File: src/rtl/morse_decoder.sv
// Morse line receiver: classifies tick-sampled mark/space runs
// and reports the decoded letter S..Z as a 3-bit index.
module morse_decoder #(
   parameter int LETTER_GAP = 3
) (
   input  logic       clock,
   input  logic       reset,
   input  logic       tick,
   input  logic       bit_in,
   output logic [2:0] letter,
   output logic       valid,
   output logic       error,
   output logic       busy
);

   typedef enum logic [1:0] {
      IDLE,
      MARK,
      SPACE
   } state_t;

   localparam logic [2:0] GAP_M1 = 3'(LETTER_GAP - 1);

   state_t     state, state_nx;
   logic [2:0] mark_len, mark_len_nx;
   logic [2:0] space_len, space_len_nx;
   logic [2:0] n_elem, n_elem_nx;
   logic [3:0] sym, sym_nx;
   logic       err, err_nx;
   logic [2:0] letter_nx;
   logic       valid_nx, error_nx;
   logic       hit;
   logic [2:0] idx;

   // Table lookup of the collected element pattern.
   always_comb begin
      hit = 1'b1;
      idx = 3'd0;
      case ({n_elem, sym})
         7'b011_0000: idx = 3'd0;
         7'b001_0001: idx = 3'd1;
         7'b011_0100: idx = 3'd2;
         7'b100_1000: idx = 3'd3;
         7'b011_0110: idx = 3'd4;
         7'b100_1001: idx = 3'd5;
         7'b100_1101: idx = 3'd6;
         7'b100_0011: idx = 3'd7;
         default:     hit = 1'b0;
      endcase
   end

   // Next-state and next-output logic; everything holds unless tick.
   always_comb begin
      state_nx     = state;
      mark_len_nx  = mark_len;
      space_len_nx = space_len;
      n_elem_nx    = n_elem;
      sym_nx       = sym;
      err_nx       = err;
      letter_nx    = letter;
      valid_nx     = 1'b0;
      error_nx     = 1'b0;
      if (tick) begin
         unique case (state)
            IDLE: begin
               if (bit_in) begin
                  state_nx    = MARK;
                  mark_len_nx = 3'd1;
                  sym_nx      = 4'd0;
                  n_elem_nx   = 3'd0;
                  err_nx      = 1'b0;
               end
            end
            MARK: begin
               if (bit_in) begin
                  if (mark_len != 3'd7)
                     mark_len_nx = mark_len + 3'd1;
               end else begin
                  state_nx     = SPACE;
                  space_len_nx = 3'd1;
                  if (mark_len != 3'd1 && mark_len != 3'd3)
                     err_nx = 1'b1;
                  // A fifth element cannot fit in sym.
                  if (n_elem >= 3'd4)
                     err_nx = 1'b1;
                  else if (mark_len == 3'd3)
                     sym_nx[n_elem[1:0]] = 1'b1;
                  if (n_elem != 3'd7)
                     n_elem_nx = n_elem + 3'd1;
               end
            end
            SPACE: begin
               if (bit_in) begin
                  state_nx    = MARK;
                  mark_len_nx = 3'd1;
               end else if (space_len == GAP_M1) begin
                  state_nx = IDLE;
                  if (!err && hit) begin
                     valid_nx  = 1'b1;
                     letter_nx = idx;
                  end else begin
                     error_nx = 1'b1;
                  end
               end else begin
                  space_len_nx = space_len + 3'd1;
               end
            end
            default: state_nx = IDLE;
         endcase
      end
   end

   // State and output registers with synchronous reset.
   always_ff @(posedge clock) begin
      if (reset) begin
         state     <= IDLE;
         mark_len  <= 3'd0;
         space_len <= 3'd0;
         n_elem    <= 3'd0;
         sym       <= 4'd0;
         err       <= 1'b0;
         letter    <= 3'd0;
         valid     <= 1'b0;
         error     <= 1'b0;
         busy      <= 1'b0;
      end else begin
         state     <= state_nx;
         mark_len  <= mark_len_nx;
         space_len <= space_len_nx;
         n_elem    <= n_elem_nx;
         sym       <= sym_nx;
         err       <= err_nx;
         letter    <= letter_nx;
         valid     <= valid_nx;
         error     <= error_nx;
         busy      <= (state_nx != IDLE);
      end
   end

endmodule
File: config.mk
export PLATFORM = sky130hd
export DESIGN_NAME = morse_decoder
export DESIGN_NICKNAME = d
export VERILOG_FILES = /design/src/rtl/morse_decoder.sv
export SDC_FILE = /design/constraint.sdc
export NUM_CORES = 1
export LEC_CHECK = 0
export CAP_MARGIN = 20
export CORE_ASPECT_RATIO = 1.25
export CORE_UTILIZATION = 28
export DETAILED_ROUTE_END_ITERATION = 6
export SLEW_MARGIN = 20
export SYNTH_ARGS = -nofsm -noshare
export SYNTH_HDL_FRONTEND = slang
export SYNTH_SLANG_ARGS = --single-unit
File: constraint.sdc
create_clock -name clock -period 4.1 [get_ports clock]
set_input_delay 0.82 -clock clock [delete_from_list [all_inputs] [get_ports clock]]
set_output_delay 0.82 -clock clock [all_outputs]
set_load 0.02 [all_outputs]
# [Yosys cells after proc, flatten, opt, wreduce, memory -nomap -nowiden]
# Cells that the tools add are included.
# W data, S select, Z words.
[totals] ff_bits=22 mem_bits_rw=0 latchBits=0 romBits=0 mem_count=0
[classes] n_lt_le_gt_ge=3 shift=0 eq_ne=27 n_reduce_logical=18 n_div=0 mux=34 n_bitwise=5 mul=0 add_sub_neg=3
[op_table] cell="$eq A7 B7 Y1 const B" n=4
[op_table] cell="$mux W3" n=9
[op_table] cell="$reduce_and A5 Y1" n=5
[op_table] cell="$eq A7 B6 Y1 const B" n=3
[op_table] cell="$pmux W3 S7" n=1
[op_table] cell="$ne A2 B2 Y1 const B" n=9
[op_table] cell="$pmux W3 S2" n=3
[op_table] cell="$mux W4" n=4
[op_table] cell="$mux W2" n=5
[op_table] cell="$add A3 B1 Y3 const B" n=3
[op_table] cell="$ne A3 B3 Y1 const B" n=3
[op_table] cell="$mux W1" n=8
[op_table] cell="$pmux W4 S2" n=1
[op_table] cell="$reduce_bool A2 Y1" n=4
[op_table] cell="$reduce_or A8 Y1" n=1
[op_table] cell="$eq A7 B5 Y1 const B" n=1
[op_table] cell="$eq A3 B2 Y1 const B" n=2
[op_table] cell="$pmux W2 S3" n=1
[op_table] cell="$reduce_and A6 Y1" n=1
[op_table] cell="$reduce_or A5 Y1" n=1
[op_table] cell="$not A1 Y1" n=4
[op_table] cell="$or A4 B4 Y4" n=1
[op_table] cell="$ge A3 B3 Y1 const B" n=1
[op_table] cell="$logic_and A1 B1 Y1" n=3
[op_table] cell="other kinds (12)" n=12

# [Longest topological paths before layout]
[depth] ltp_word=9 mapped_depth=8

# [Least setup slack after synthesis]
# OpenSTA, ideal clock, no wires.
[synth_path] path_type="reg2reg" from="register n_elem[0]" to="register letter[2]" synth_period_minus_slack_ns=1.875 stages_incl_launch_ff=8 setup_time_ns=0.127 path_buffers=0 arrival_ns=1.748 slack_ns=2.225 required_time_ns=3.973 cell_sequence="dfxtp_1 ha_1 ha_1 or3b_2 a21oi_1 o41ai_2 a311oi_1 nor3_1"
[synth_between] elab_chain_cells=5
[synth_rtl] element="from (decl)" line="27" text="logic [2:0] n_elem, n_elem_nx;"
[synth_rtl] element="from (signal assigned)" line="130" text="n_elem <= n_elem_nx;"
[synth_rtl] element="$eq A7 B7 Y1, or another cell as far along" line="39" text="case ({n_elem, sym})"
[synth_rtl] element="$reduce_or A8 Y1 (no source line)"
[synth_rtl] element="$mux W1" line="39"
[synth_rtl] element="$logic_and A1 B1 Y1" line="98" text="if (!err && hit) begin"
[synth_rtl] element="$reduce_and A5 Y1 (no source line)"
[synth_rtl] element="to (signal assigned)" line="133" text="letter <= letter_nx;"
[synth_rtl] element="to (decl)" line="10" text="output logic [2:0] letter,"
# Parallel ways exist; a longest one is shown, timed or not.
# A chain may end at the register's enable or synchronous reset.

# [Worst setup path after layout]
[layout_path] from="input bit_in" to="register letter[2]"
[layout_between] elab_chain_cells=2
[layout_rtl] element="from (decl)" line="9" text="input logic bit_in,"
[layout_rtl] element="$not A1 Y1 (no source line)"
[layout_rtl] element="$reduce_and A5 Y1 (no source line)"
# Every way passes these cells.

==> flow_summary_export.csv <==
group,metric,value,unit
status,status,"finished clean",
worst_hold_path,whs_endpoint,"letter[1]$_SDFFE_PP0P_",
floorplan,row_count,26,
clocking,cts_tree,"built",
grt,grt_pass1_vias,931,
drt,drtAntennaViolNets,0,
worst_setup_path,reg2reg_slack,2040,ps
logic_synthesis,seq_area_frac_synth,0.354,
logic_synthesis,muxShareOfSynthArea,0.0161,
logic_synthesis,synth_top_family_by_area,"simple AND/OR/NAND/NOR gates",
grt,grt_pass1_wl,3.90,mm
sta,maxSlewHeadroom,0.576,
worst_setup_path,reg2reg_depth,7,
placement,gp_congestion,0.729,
worst_setup_path,slowest_delay,500,ps
worst_setup_path,r2r-start,"n_elem[0]$_SDFFE_PP0P_",
floorplan,pin_count,10,
worst_hold_path,worstHoldPathCells,2,
clocking,clk_pin_slew_worst_paths,80,ps
floorplan,fp.dieH,76.5,µm
placement,dpl.hpwl,1.61,mm
sta,tightestPinTransition,634,ps
grt,grt_use_total,0.107,
sta,fin_skew,3.12,ps
sta,maxSlewViolCount,0,
drt,met1Wirelength,965,µm
drt,drc,0,
worst_setup_path,cp_slowest_cell,"clkdlybuf4s50_1",
worst_setup_path,path_class,"input pin to register",
drt,wl_met2,1.08,mm
logic_synthesis,ys_ff_latch,22,
drt,routed_wl,2.12,mm
clocking,worst_skew_pair.late_latency,260,ps
floorplan,die_area,4710,µm²
clocking,htreeDepth,1,
final_layout,area_delta_synth_final,15.7,%
logic_synthesis,synthSimpleGateAreaFrac,0.282,
clocking,ctsHoldBuffers,0,
floorplan,core_area,4160,µm²
logic_synthesis,syn_area,1240,µm²
grt,gr-total-overflow,0,
drt,post_drt_wl_per_cell,10.2,µm
logic_synthesis,yosys_warnings,0,
sta,rsz0062_at_grt,"no",
worst_setup_path,cp.arrival,2370,ps
placement,io_buffers,9,
logic_synthesis,synth-edff-count,0,
clocking,clock-root-buffer,"clkbuf_8",
logic_synthesis,synthArstFlopShare,0,
power,leakagePower,0.501,nW
worst_setup_path,cp_max_fo,7,
drt,num_vias,962,
final_layout,drive_gt1_frac,0.0719,
worst_setup_path,crit_required,4230,ps
clocking,clockBufferDepth,2,
flow_run,drv_cap,0,
sta,fin_setup_tns,0,ps
power,power.density,282,nW/µm²
clocking,cts-buffers-inserted,3,
worst_hold_path,hold_path.class,"register to register",
worst_setup_path,reg2reg_to,"letter[2]$_SDFFE_PP0P_",
logic_synthesis,syn_area_per_cell,8.58,µm²
final_layout,fin_nets,170,
drt,drtIter0Drc,11,
sta,finalHoldViolCount,0,
worst_setup_path,crit_path_start,"bit_in",
logic_synthesis,synthXorXnorAreaFrac,0.0141,
drt,drt_pass1_iterations,3,
logic_synthesis,synth_compound_area_frac,0.164,
sta,clock.fmax,446,MHz
grt,grt_start_max_net_pins,18,
clocking,cts.sink_count,22,
sta,finalHoldWorstSlack,474,ps
clocking,post_cts_buffers,0,
floorplan,start_util,0.299,
sta,timing.final.crit_share,0.547,
logic_synthesis,synth_fa_ha_area_frac,0.121,
worst_setup_path,critical_path.endpoint_type,"register",
floorplan,die_w,61.6,µm
final_layout,antenna_cells,0,
logic_synthesis,postSynthCellCount,145,
drt,viasPerCell,4.60,
logic_synthesis,synth_fp_nets,161,
drt,highest_layer,"met4",
logic_synthesis,ys.flop_type,"dfxtp_1",
drt,route.met3.wl,54,µm
power,ir_drop,0.176,mV
sta,setup_violations,0,
grt,antenna_found_initial,0,
clocking,cts.repair.resized,0,
worst_setup_path,cp-start-kind,"input pin",
logic_synthesis,synth_cell_types,38,
sta,min_period,2240,ps
worst_hold_path,hold_path.startpoint,"letter[1]$_SDFFE_PP0P_",
worst_setup_path,crit_path_cell_trace,"clkdlybuf4s50_1, and4bb_1, nor3b_2, o41ai_2, a311oi_1, nor3_1",
[cell usage in the layout, fill, tap and decap left out, types with 2 or more instances in the layout]
cell type / instances
a21oi_1: 15
o31ai_1: 2
inv_1: 11
nor3_1: 5
ha_1: 12
clkdlybuf4s50_1: 9
nand2b_1: 8
nor2b_1: 5
xor2_1: 2
nand3b_1: 2
or3_1: 3
o21ai_0: 4
dfxtp_1: 22
nor2_1: 14
clkbuf_8: 4
nand2_1: 8
nand3_1: 5
mux2i_1: 2
[worst max-delay path by stage]
| stage | cells after the start | to | slack [ps] |
|---|---|---|---|
| global placement | 6 | letter[2]$_SDFFE_PP0P_ | 1630 |
| CTS | 6 | letter[2]$_SDFFE_PP0P_ | 1850 |
| floorplan | 7 | letter[2]$_SDFFE_PP0P_ | 2230 |
| global route | 6 | letter[2]$_SDFFE_PP0P_ | 1660 |
| finish | 6 | letter[2]$_SDFFE_PP0P_ | 1860 |
| detailed placement | 6 | letter[2]$_SDFFE_PP0P_ | 1570 |
[cell families (layout without fill, tap and decap cells)]
family                     count (synthesis)  after routing
adders and majority gates                 12             12
buffers and inverters                     16             24
and+or+nand+nor                           62             62
AOI/OAI and AO/OA                         29             29
xor gates and xnor gates                   2              2
DFF                                       22             22
muxes                                      2              2
[critical path, delay by kind of cell]
family	cells	cell delay, ps
buf+inv	1	500
compound gates	2	360
simple gates	3	700
[layout make-up]
cell class | count | area (µm²)
sequential | 22 | 440
multi-input combinational | 107 | 742
clock buffer | 4 | 55.1
fill | 481 | 2730
timing repair buffer | 9 | 90.1
inverter | 11 | 41.3
tap | 56 | 70.1
[layer usage]
metal  vias to the layer above  track usage
met1                       435        0.128
met5                         -            0
met2                         8        0.178
met3                         4       0.0221
met4                         0       0.0467
li1                        515            -
[cells in the mapped netlist (2+ instances only)]
master / number / share of area
dfxtp_1: 22 / 0.35
a21oi_1: 15 / 0.060
nor2_1: 14 / 0.042
ha_1: 12 / 0.12
inv_1: 11 / 0.033
nand2_1: 8 / 0.024
nand2b_1: 8 / 0.040
nand3_1: 5 / 0.020
nor2b_1: 5 / 0.025
nor3_1: 5 / 0.020
clkbuf_1: 4 / 0.012
o21ai_0: 4 / 0.016
or3_1: 3 / 0.015
mux2i_1: 2 / 0.016
nand3b_1: 2 / 0.012
o31ai_1: 2 / 0.012
xor2_1: 2 / 0.014
[report_power, final]
part	leakage (nW)	switching (W)	internal [W]
registers	0.178	0.00000492	0.000218
clock network	0.0288	0.0000694	0.0000856
logic	0.294	0.0000158	0.0000128
total	0.501	0.0000901	0.000316
[flip-flops by register name (all words and copies together), names as in the netlist, 2 cells and up]
signal / flops
mark_len: 3
space_len: 3
sym: 4
state: 2
letter: 3
n_elem: 3
[stage by stage]
step	power (W)	std cells	area (µm²)	setup slack, ps	util
2_1_floorplan	0.000247	145	1240	2230	-
3_3_place_gp	0.000257	205	1380	1630	0.332
3_5_place_dp	0.000257	205	1380	1570	0.332
4_1_cts	0.000412	209	1440	1850	0.346
5_1_grt	0.000428	209	1440	1660	0.346
6_report	0.000406	209	1440	1860	0.346
(Power assumes the default switching activity.)
